--- config.mk ---
export PLATFORM = sky130hd
export DESIGN_NAME = fifo_rr_scheduler
export DESIGN_NICKNAME = d
export VERILOG_FILES = /design/src/rtl/fifo_rr_scheduler.sv
export SDC_FILE = /design/constraint.sdc
export NUM_CORES = 1
export LEC_CHECK = 0
export CORE_ASPECT_RATIO = 1.4
export CORE_MARGIN = 4
export CORE_UTILIZATION = 62
export CTS_CLUSTER_SIZE = 16
export DETAILED_ROUTE_END_ITERATION = 8
export DONT_BUFFER_PORTS = 1
export GPL_TIMING_DRIVEN = 0
export PLACE_DENSITY = 0.87
export SYNTH_ARGS = -nofsm -noshare
export SYNTH_HDL_FRONTEND = slang
export SYNTH_SLANG_ARGS = --single-unit
--- constraint.sdc ---
create_clock -name i_clk -period 4 [get_ports i_clk]
set_input_delay 0.8 -clock i_clk [delete_from_list [all_inputs] [get_ports i_clk]]
set_output_delay 0.8 -clock i_clk [all_outputs]
set_load 0.01 [all_outputs]
--- src/rtl/fifo_rr_scheduler.sv ---
// fifo_rr_scheduler: round-robin drain of NUM_CH sync FIFOs into one valid/ready stream,
// with one-cycle-latency pops captured into a 2-entry tagged output buffer.
module fifo_rr_scheduler #(
    parameter int NUM_CH     = 4,
    parameter int DATA_WIDTH = 8,
    parameter int BURST_LEN  = 4,
    parameter int CH_WIDTH   = 2
) (
    input  logic                         i_clk,
    input  logic                         i_rst_n,
    input  logic [NUM_CH-1:0]            i_empty,
    output logic [NUM_CH-1:0]            o_rd_en,
    input  logic [NUM_CH*DATA_WIDTH-1:0] i_dout,
    output logic                         o_valid,
    input  logic                         i_ready,
    output logic [DATA_WIDTH-1:0]        o_data,
    output logic [CH_WIDTH-1:0]          o_ch
);
    localparam int BW = $clog2(BURST_LEN + 1);

    typedef enum logic {IDLE, BURST} state_t;

    state_t                r_state, w_state_nxt;
    logic [CH_WIDTH-1:0]   r_gnt, r_rr_ptr, r_if_ch, w_off, w_pick;
    logic [CH_WIDTH:0]     w_sum;
    logic [BW-1:0]         r_burst_cnt;
    logic                  r_inflight, r_head;
    logic [1:0]            r_occ;
    logic [DATA_WIDTH-1:0] r_buf_data [2];
    logic [CH_WIDTH-1:0]   r_buf_ch [2];
    logic [DATA_WIDTH-1:0] w_dout [NUM_CH];
    logic [2*NUM_CH-1:0]   w_empty2;
    logic                  w_any, w_pop, w_credit_ok, w_issue, w_exit;

    for (genvar k = 0; k < NUM_CH; k++) begin : g_dout
        assign w_dout[k] = i_dout[k*DATA_WIDTH +: DATA_WIDTH];
    end

    // Rotate empties so bit 0 is rr_ptr; the lowest clear bit is the next grant.
    assign w_empty2 = {i_empty, i_empty} >> r_rr_ptr;

    always_comb begin
        w_off = '0;
        w_any = 1'b0;
        for (int i = NUM_CH - 1; i >= 0; i--) begin
            if (!w_empty2[i]) begin
                w_off = CH_WIDTH'(i);
                w_any = 1'b1;
            end
        end
    end

    assign w_sum       = {1'b0, r_rr_ptr} + {1'b0, w_off};
    assign w_pick      = (w_sum >= (CH_WIDTH+1)'(NUM_CH)) ? CH_WIDTH'(w_sum - (CH_WIDTH+1)'(NUM_CH)) : CH_WIDTH'(w_sum);
    assign w_pop       = o_valid && i_ready;
    assign w_credit_ok = ({1'b0, r_occ} + {2'b0, r_inflight} - {2'b0, w_pop}) < 3'd2;
    assign w_issue     = r_state == BURST && !i_empty[r_gnt] && r_burst_cnt < BW'(BURST_LEN) && w_credit_ok;
    // A credit stall alone holds the grant; only a full burst or a real empty ends it.
    assign w_exit      = r_state == BURST && ((w_issue && r_burst_cnt == BW'(BURST_LEN - 1)) || (i_empty[r_gnt] && w_credit_ok));

    always_ff @(posedge i_clk or negedge i_rst_n) begin
        if (!i_rst_n)
            r_state <= IDLE;
        else
            r_state <= w_state_nxt;
    end

    always_comb begin
        w_state_nxt = (r_state == IDLE) ? (w_any ? BURST : IDLE) : (w_exit ? IDLE : BURST);
    end

    always_comb begin
        o_rd_en = w_issue ? (NUM_CH'(1) << r_gnt) : '0;
        o_valid = r_occ != 2'd0;
        o_data  = r_buf_data[r_head];
        o_ch    = r_buf_ch[r_head];
    end

    always_ff @(posedge i_clk or negedge i_rst_n) begin
        if (!i_rst_n) begin
            r_gnt         <= '0;
            r_rr_ptr      <= '0;
            r_burst_cnt   <= '0;
            r_inflight    <= 1'b0;
            r_if_ch       <= '0;
            r_head        <= 1'b0;
            r_occ         <= 2'd0;
            r_buf_data[0] <= '0;
            r_buf_data[1] <= '0;
            r_buf_ch[0]   <= '0;
            r_buf_ch[1]   <= '0;
        end else begin
            if (r_state == IDLE && w_any)
                r_gnt <= w_pick;
            if (w_exit) begin
                r_rr_ptr    <= (r_gnt == CH_WIDTH'(NUM_CH - 1)) ? '0 : r_gnt + 1'b1;
                r_burst_cnt <= '0;
            end else if (w_issue) begin
                r_burst_cnt <= r_burst_cnt + 1'b1;
            end
            r_inflight <= w_issue;
            r_if_ch    <= r_gnt;
            if (r_inflight) begin
                r_buf_data[r_head ^ r_occ[0]] <= w_dout[r_if_ch];
                r_buf_ch[r_head ^ r_occ[0]]   <= r_if_ch;
            end
            if (w_pop)
                r_head <= ~r_head;
            r_occ <= r_occ + {1'b0, r_inflight} - {1'b0, w_pop};
        end
    end
endmodule

==> flow_summary.yaml, run 1 <==
setup_path:
  r2r_end: "r_rr_ptr[0]"
  arrival_ns: 2.96
  r2r_slack_ns: 1.12
  critPathRequiredTime_ns: 3.20
  worst-setup-path-type: "flop to primary output"
  timing.rr.start: "r_occ[1]"
  critical_path.max_fanout: 5
  start_kind: "flop"
  reg2reg_depth: 11
  end_kind: "primary output"
route:
  final_antenna_net_count: 0
  via_per_inst: 6.20
  drtIter0Drc: 32
  wl_per_cell_um: 19.5
  drt-pass1-iter-count: 4
  drc: 0
  vias: 1222
  wl_um: 3850
global_routing:
  grt_max_degree: 35
  antenna_found_initial: 0
  track_usage_pct: 20.7
  grt_pass1_wl_um: 6030
  overflow: 0
  grt_pass1_vias: 1356
die:
  start_util_pct: 65.6
  die_h_um: 73.9
  die_x_um: 55.1
  die_area_um2: 4070
  num_io_pins: 54
  num_rows: 23
  fp.coreArea_um2: 2940
yosys:
  syn_area_um2: 1930
  ys_seq_area_share_pct: 44.2
  ys_types: 33
  ys_ff_latch: 34
  syn_area_per_cell_um2: 12.8
  synth_top_cell_area_share_pct: 44.2
  netlist_instances: 151
  ys_warn_count: 0
  synth_area_leaders: "dfrtp_1 (44%), mux2_2 (19%), mux4_2 (11%)"
  synth_nets: 200
  synth_top_area_cell: "dfrtp_1"
power_and_ir_drop:
  p_leak_nw: 0.894
  p_per_area_nw_per_um2: 854
  ir_worst_vdd_mv: 0.483
clock_network:
  cts_sinks: 34
  insertion_delay_ns: 0.27
  cts_tree: "yes"
  cts_root_buffer: "clkbuf_8"
  clk_pin_slew_ns: 0.06
  cts_buffers: 5
  h-tree-depth: 2
  cts_buffer_depth: 2
finish:
  layout.nets: 208
  fin_area_um2: 2090
  layout-drive-gt1-share_pct: 35.0
  finish.utilization_pct: 71.2
  final_cell_mix: "dfrtp_1 (34), mux2_2 (32), inv_1 (9), mux4_2 (9), ha_1 (9)"
  n_antenna_cell: 0
  area_delta_synth_final_pct: 8.51
  final_common_cell: "dfrtp_1"
timing:
  period_needed_ns: 3.76
  hold_viol_final: 0
  slew_violations: 0
  setup_tns_ns: 0
  fmax_mhz: 266
  clock-skew-final_ns: 0.00189
  rsz0062_at_grt: "no"
  finalCritPeriodShare_pct: 94.1
  tightestPinTransition_ns: 0.610
  setup_violations: 0
  relSlewSlack_pct: 59.3
placement:
  io_buffers: 0
  place_congestion: 0.716
  hpwl_um: 2950
  postPlaceCellArea_um2: 1970
status:
  outcome: "finished clean"
hold_path:
  hp-class: "input pin to async pin"
run:
  cap_violations: 0
## worst max-delay path by stage
stage               slack [ns]         end  depth (start not counted)      from
finish                    0.24  o_rd_en[0]                         10  r_occ[1]
global route             0.004  o_rd_en[1]                         10  r_occ[1]
CTS                       0.14  o_rd_en[1]                         10  r_occ[1]
detailed placement        0.45  o_rd_en[1]                          9   i_ready
global placement          0.51  o_rd_en[2]                          9   i_ready
floorplan                 0.65  o_rd_en[0]                          9   i_ready
## cells by family (layout without fill, tap and decap cells)
logic type	after synthesis	after routing	share of synthesized area [%]
flops	34	34	44.2
buf+inv	14	23	2.86
xor+xnor	4	4	1.82
mux	41	41	29.2
fa+ha+maj	10	10	6.89
compound gates	16	16	5.33
simple gates	32	32	9.68
## critical path, cell delays in order (launching register included)
cell	delay [ns]
dfrtp_1	0.42
or2_2	0.35
and2_1	0.20
ha_1	0.27
inv_1	0.06
ha_1	0.13
inv_1	0.05
fa_1	0.37
xnor2_1	0.26
nor4b_4	0.34
and2_1	0.24
## power breakdown
group	switching, mW	internal [mW]
registers	0.117	0.516
logic	0.420	0.444
clock network	0.113	0.174
total	0.650	1.13
## what timing repair did
| item | 4_1_cts | 5_1_grt |
|---|---|---|
| hold buffers | 0 | 0 |
| resized for setup | 0 | 0 |
| setup buffers | 0 | 1 |
| endpoints found under the setup margin | 0 | 4 |
## per-layer routing
layer	wire (um)	GRT usage, %	up-vias
met5	0	0	-
met4	79	7.30	0
met3	284	5.81	8
met2	2110	37.8	52
met1	1380	21.8	598
li1	-	-	564
## registers in the layout (all words and copies together) (netlist names)
register	flops
r_if_ch	2
r_occ	2
r_head	1
r_gnt	2
r_rr_ptr	2
r_buf_data	16
r_inflight	1
r_state	1
r_buf_ch	4
r_burst_cnt	3
## cell usage after synthesis (all sizes together)
library cell and instances:
a21oi 2, nor4b 1, o21ai 5, a211oi 1, inv 9, or4b 1, nand2 8, ha 9
buf 3, nand4 2, and2 5, nand3 2, nor3 2, nand2b 2, xor2 1, fa 1
nor2b 3, clkbuf 2, o31ai 1, or2 1, a221oi 1, o22ai 2, o211ai 2, mux2 32
xnor2 3, mux4 9, dfrtp 34, a2bb2oi 1, nor2 5, o21a 1
## through the flow
stage	setup slack, ns	total power [mW]	std cells	hold slack [ns]
floorplan	0.650	1.32	151	0.426
global placement	0.511	1.43	188	0.468
detailed placement	0.451	1.50	188	0.468
CTS	0.141	1.79	196	0.207
global route	0.00415	1.92	197	0.195
finish	0.237	1.78	197	0.215
## layout make-up
class | instances | area [um2]
fillers | 207 | 846
multi-input cells | 103 | 1020
clock buffers | 8 | 110
repair buffers | 1 | 7.51
inverters | 9 | 33.8
well taps | 37 | 46.3
plain buffers | 5 | 21.3
flip-flops and latches | 34 | 851
Note: power is estimated with default switching activity, not from simulation.
==> inputs of run 2 (changes only) <==
Settings changed: CELL_PAD_IN_SITES_DETAIL_PLACEMENT set to 0, CELL_PAD_IN_SITES_GLOBAL_PLACEMENT set to 1, CORE_ASPECT_RATIO 1.4 to 1.1, CORE_UTILIZATION 62 to 49.
Clock period 4 ns to 3.8 ns, I/O delays scaled along.
==> run 2 against run 1 <==
Total power is 7.7% higher. Worst setup slack worse by 0.062 ns. Sequential cell count stayed put. Via count is 1.5% higher. Core utilization is 14 points lower. Sequential power is 4.7% higher. First-iteration DRC count is 75% higher. Combinational power is 9.1% higher. Clock skew is 0.0039 ns higher. Global-route usage is 4.8 points lower. Sequential share of layout area is 0.91 points lower.
==> flow_summary.yaml, run 2 (same netlist as run 1, synthesis figures left out) <==
finish:
  area_delta_synth_final_pct: 11.0
  final_common_cell: "dfrtp_1"
  largest_reg_flops: 16
  finish.utilization_pct: 57.6
  n_antenna_cell: 0
  final_cell_mix: "dfrtp_1 (34), mux2_2 (32), inv_1 (9), mux4_2 (9), ha_1 (9)"
  top_regs: "r_buf_data x16, r_buf_ch x4, r_burst_cnt x3"
  regMostFlops: "r_buf_data"
  fill_cells: 278
  layout.nets: 210
  layout-drive-gt1-share_pct: 38.9
timing:
  clock-skew-final_ns: 0.00575
  rsz0062_at_grt: "no"
  hold_viol_final: 0
  worst_slack_ns: 0.175
  relSlewSlack_pct: 59.5
  fmax_mhz: 276
  tightestPinTransition_ns: 0.607
  slew_violations: 0
  period_needed_ns: 3.63
  setup_violations: 0
  setup_tns_ns: 0
  finalCritPeriodShare_pct: 95.4
route:
  wl_per_cell_um: 17.9
  drt-pass1-iter-count: 4
  vias: 1240
  final_antenna_net_count: 0
  wl_um: 3790
  drc: 0
  drtIter0Drc: 56
  via_per_inst: 5.85
setup_path:
  worst-setup-path-type: "flop to primary output"
  timing.rr.start: "r_occ[0]"
  r2r_end: "r_rr_ptr[1]"
  critical_path.max_fanout: 7
  end_kind: "primary output"
  r2r_slack_ns: 1.02
  start_kind: "flop"
  critPathRequiredTime_ns: 3.04
  reg2reg_depth: 11
  arrival_ns: 2.87
die:
  start_util_pct: 51.9
  fp.coreArea_um2: 3710
  die_x_um: 67.8
  num_io_pins: 54
  die_area_um2: 5000
  num_rows: 23
  die_h_um: 73.7
global_routing:
  grt_max_degree: 35
  antenna_found_initial: 0
  grt_pass1_vias: 1317
  grt_pass1_wl_um: 5870
  overflow: 0
  track_usage_pct: 15.9
clock_network:
  cts_root_buffer: "clkbuf_8"
  cts_sinks: 34
  cts_buffers: 5
  insertion_delay_ns: 0.28
  h-tree-depth: 2
  cts_tree: "yes"
  clk_pin_slew_ns: 0.07
  cts_buffer_depth: 2
placement:
  io_buffers: 0
  place_congestion: 0.778
  hpwl_um: 2750
  place_ws_ns: 0.288
power_and_ir_drop:
  p_sw_share_pct: 35.7
  total_power_mw: 1.92
  netSwitchingPower_uw: 685
  power_frac_clock_pct: 16.4
  power_frac_comb_pct: 49.1
  p_int_mw: 1.24
  p_leak_nw: 0.908
  p_per_area_nw_per_um2: 899
  seqPwrFrac_pct: 34.5
  ir_worst_vdd_mv: 0.330
hold_path:
  hp-class: "input pin to async pin"
status:
  outcome: "finished clean"
run:
  cap_violations: 0
[run 2: cell count changes in the layout (fill, tap and decap cells not counted), sizes merged]
cell,before,now
bufinv,0,1
clkbuf,10,9
buf,4,6
[run 2: critical path, stage by stage (launching register included)]
cell,delay [ns]
dfrtp_1,0.42
or2_4,0.27
and2_4,0.17
ha_1,0.26
inv_1,0.06
ha_1,0.12
inv_1,0.05
fa_2,0.60
nand2_2,0.08
nor4b_4,0.20
buf_4,0.19
and2_4,0.16
[run 2: final cells by class]
| class | count | area [um2] | area share [%] |
|---|---|---|---|
| Clock buffer | 7 | 76.3 | 3.57 |
| Inverter | 9 | 33.8 | 1.58 |
| Buffer | 5 | 21.3 | 0.995 |
| Timing Repair Buffer | 3 | 22.5 | 1.05 |
| Tap cell | 50 | 62.6 | 2.93 |
| Sequential cell | 34 | 851 | 39.8 |
| Multi-Input combinational cell | 103 | 1040 | 48.7 |
| Clock inverter | 1 | 30.0 | 1.41 |
[run 2: routing by layer]
metal	track usage, %	vias to the layer above	routed length, um
met2	29.5	36	2070
met1	16.9	629	1420
met5	0	-	0
met3	4.89	7	244
met4	4.64	0	47
li1	-	568	-
[run 2: worst max path at each step]
stage / to / start / depth (start not counted)
after floorplan: o_rd_en[0] / r_occ[1] / 10
after global placement: o_rd_en[1] / r_occ[1] / 10
after detailed placement: o_rd_en[2] / r_occ[1] / 10
after CTS: o_rd_en[2] / r_occ[1] / 11
after global routing: o_rd_en[2] / r_occ[0] / 11
final: o_rd_en[2] / r_occ[0] / 11
[run 2: stage by stage]
step / cells / hold WS [ns] / cell area (um2)
finish: 212 / 0.170 / 2140
global route: 212 / 0.147 / 2140
CTS: 210 / 0.162 / 2100
detailed placement: 201 / 0.465 / 1990
global placement: 201 / 0.460 / 1990
floorplan: 151 / 0.426 / 1930
[run 2: power groups by stage]
stage | sequential (mW) | combinational, mW | clock, mW
floorplan | 0.631 | 0.756 | 0
global placement | 0.650 | 0.860 | 0
finish | 0.663 | 0.943 | 0.315
CTS | 0.661 | 0.922 | 0.324
global route | 0.680 | 1.04 | 0.341
detailed placement | 0.666 | 0.896 | 0
[run 2: timing repair]
item / in CTS / in global routing
buffers inserted: 1 / 2
endpoints found under the setup margin: 4 / 4
pin swaps: 1 / 2
resized for setup: 1 / 7
hold buffers: 0 / 0
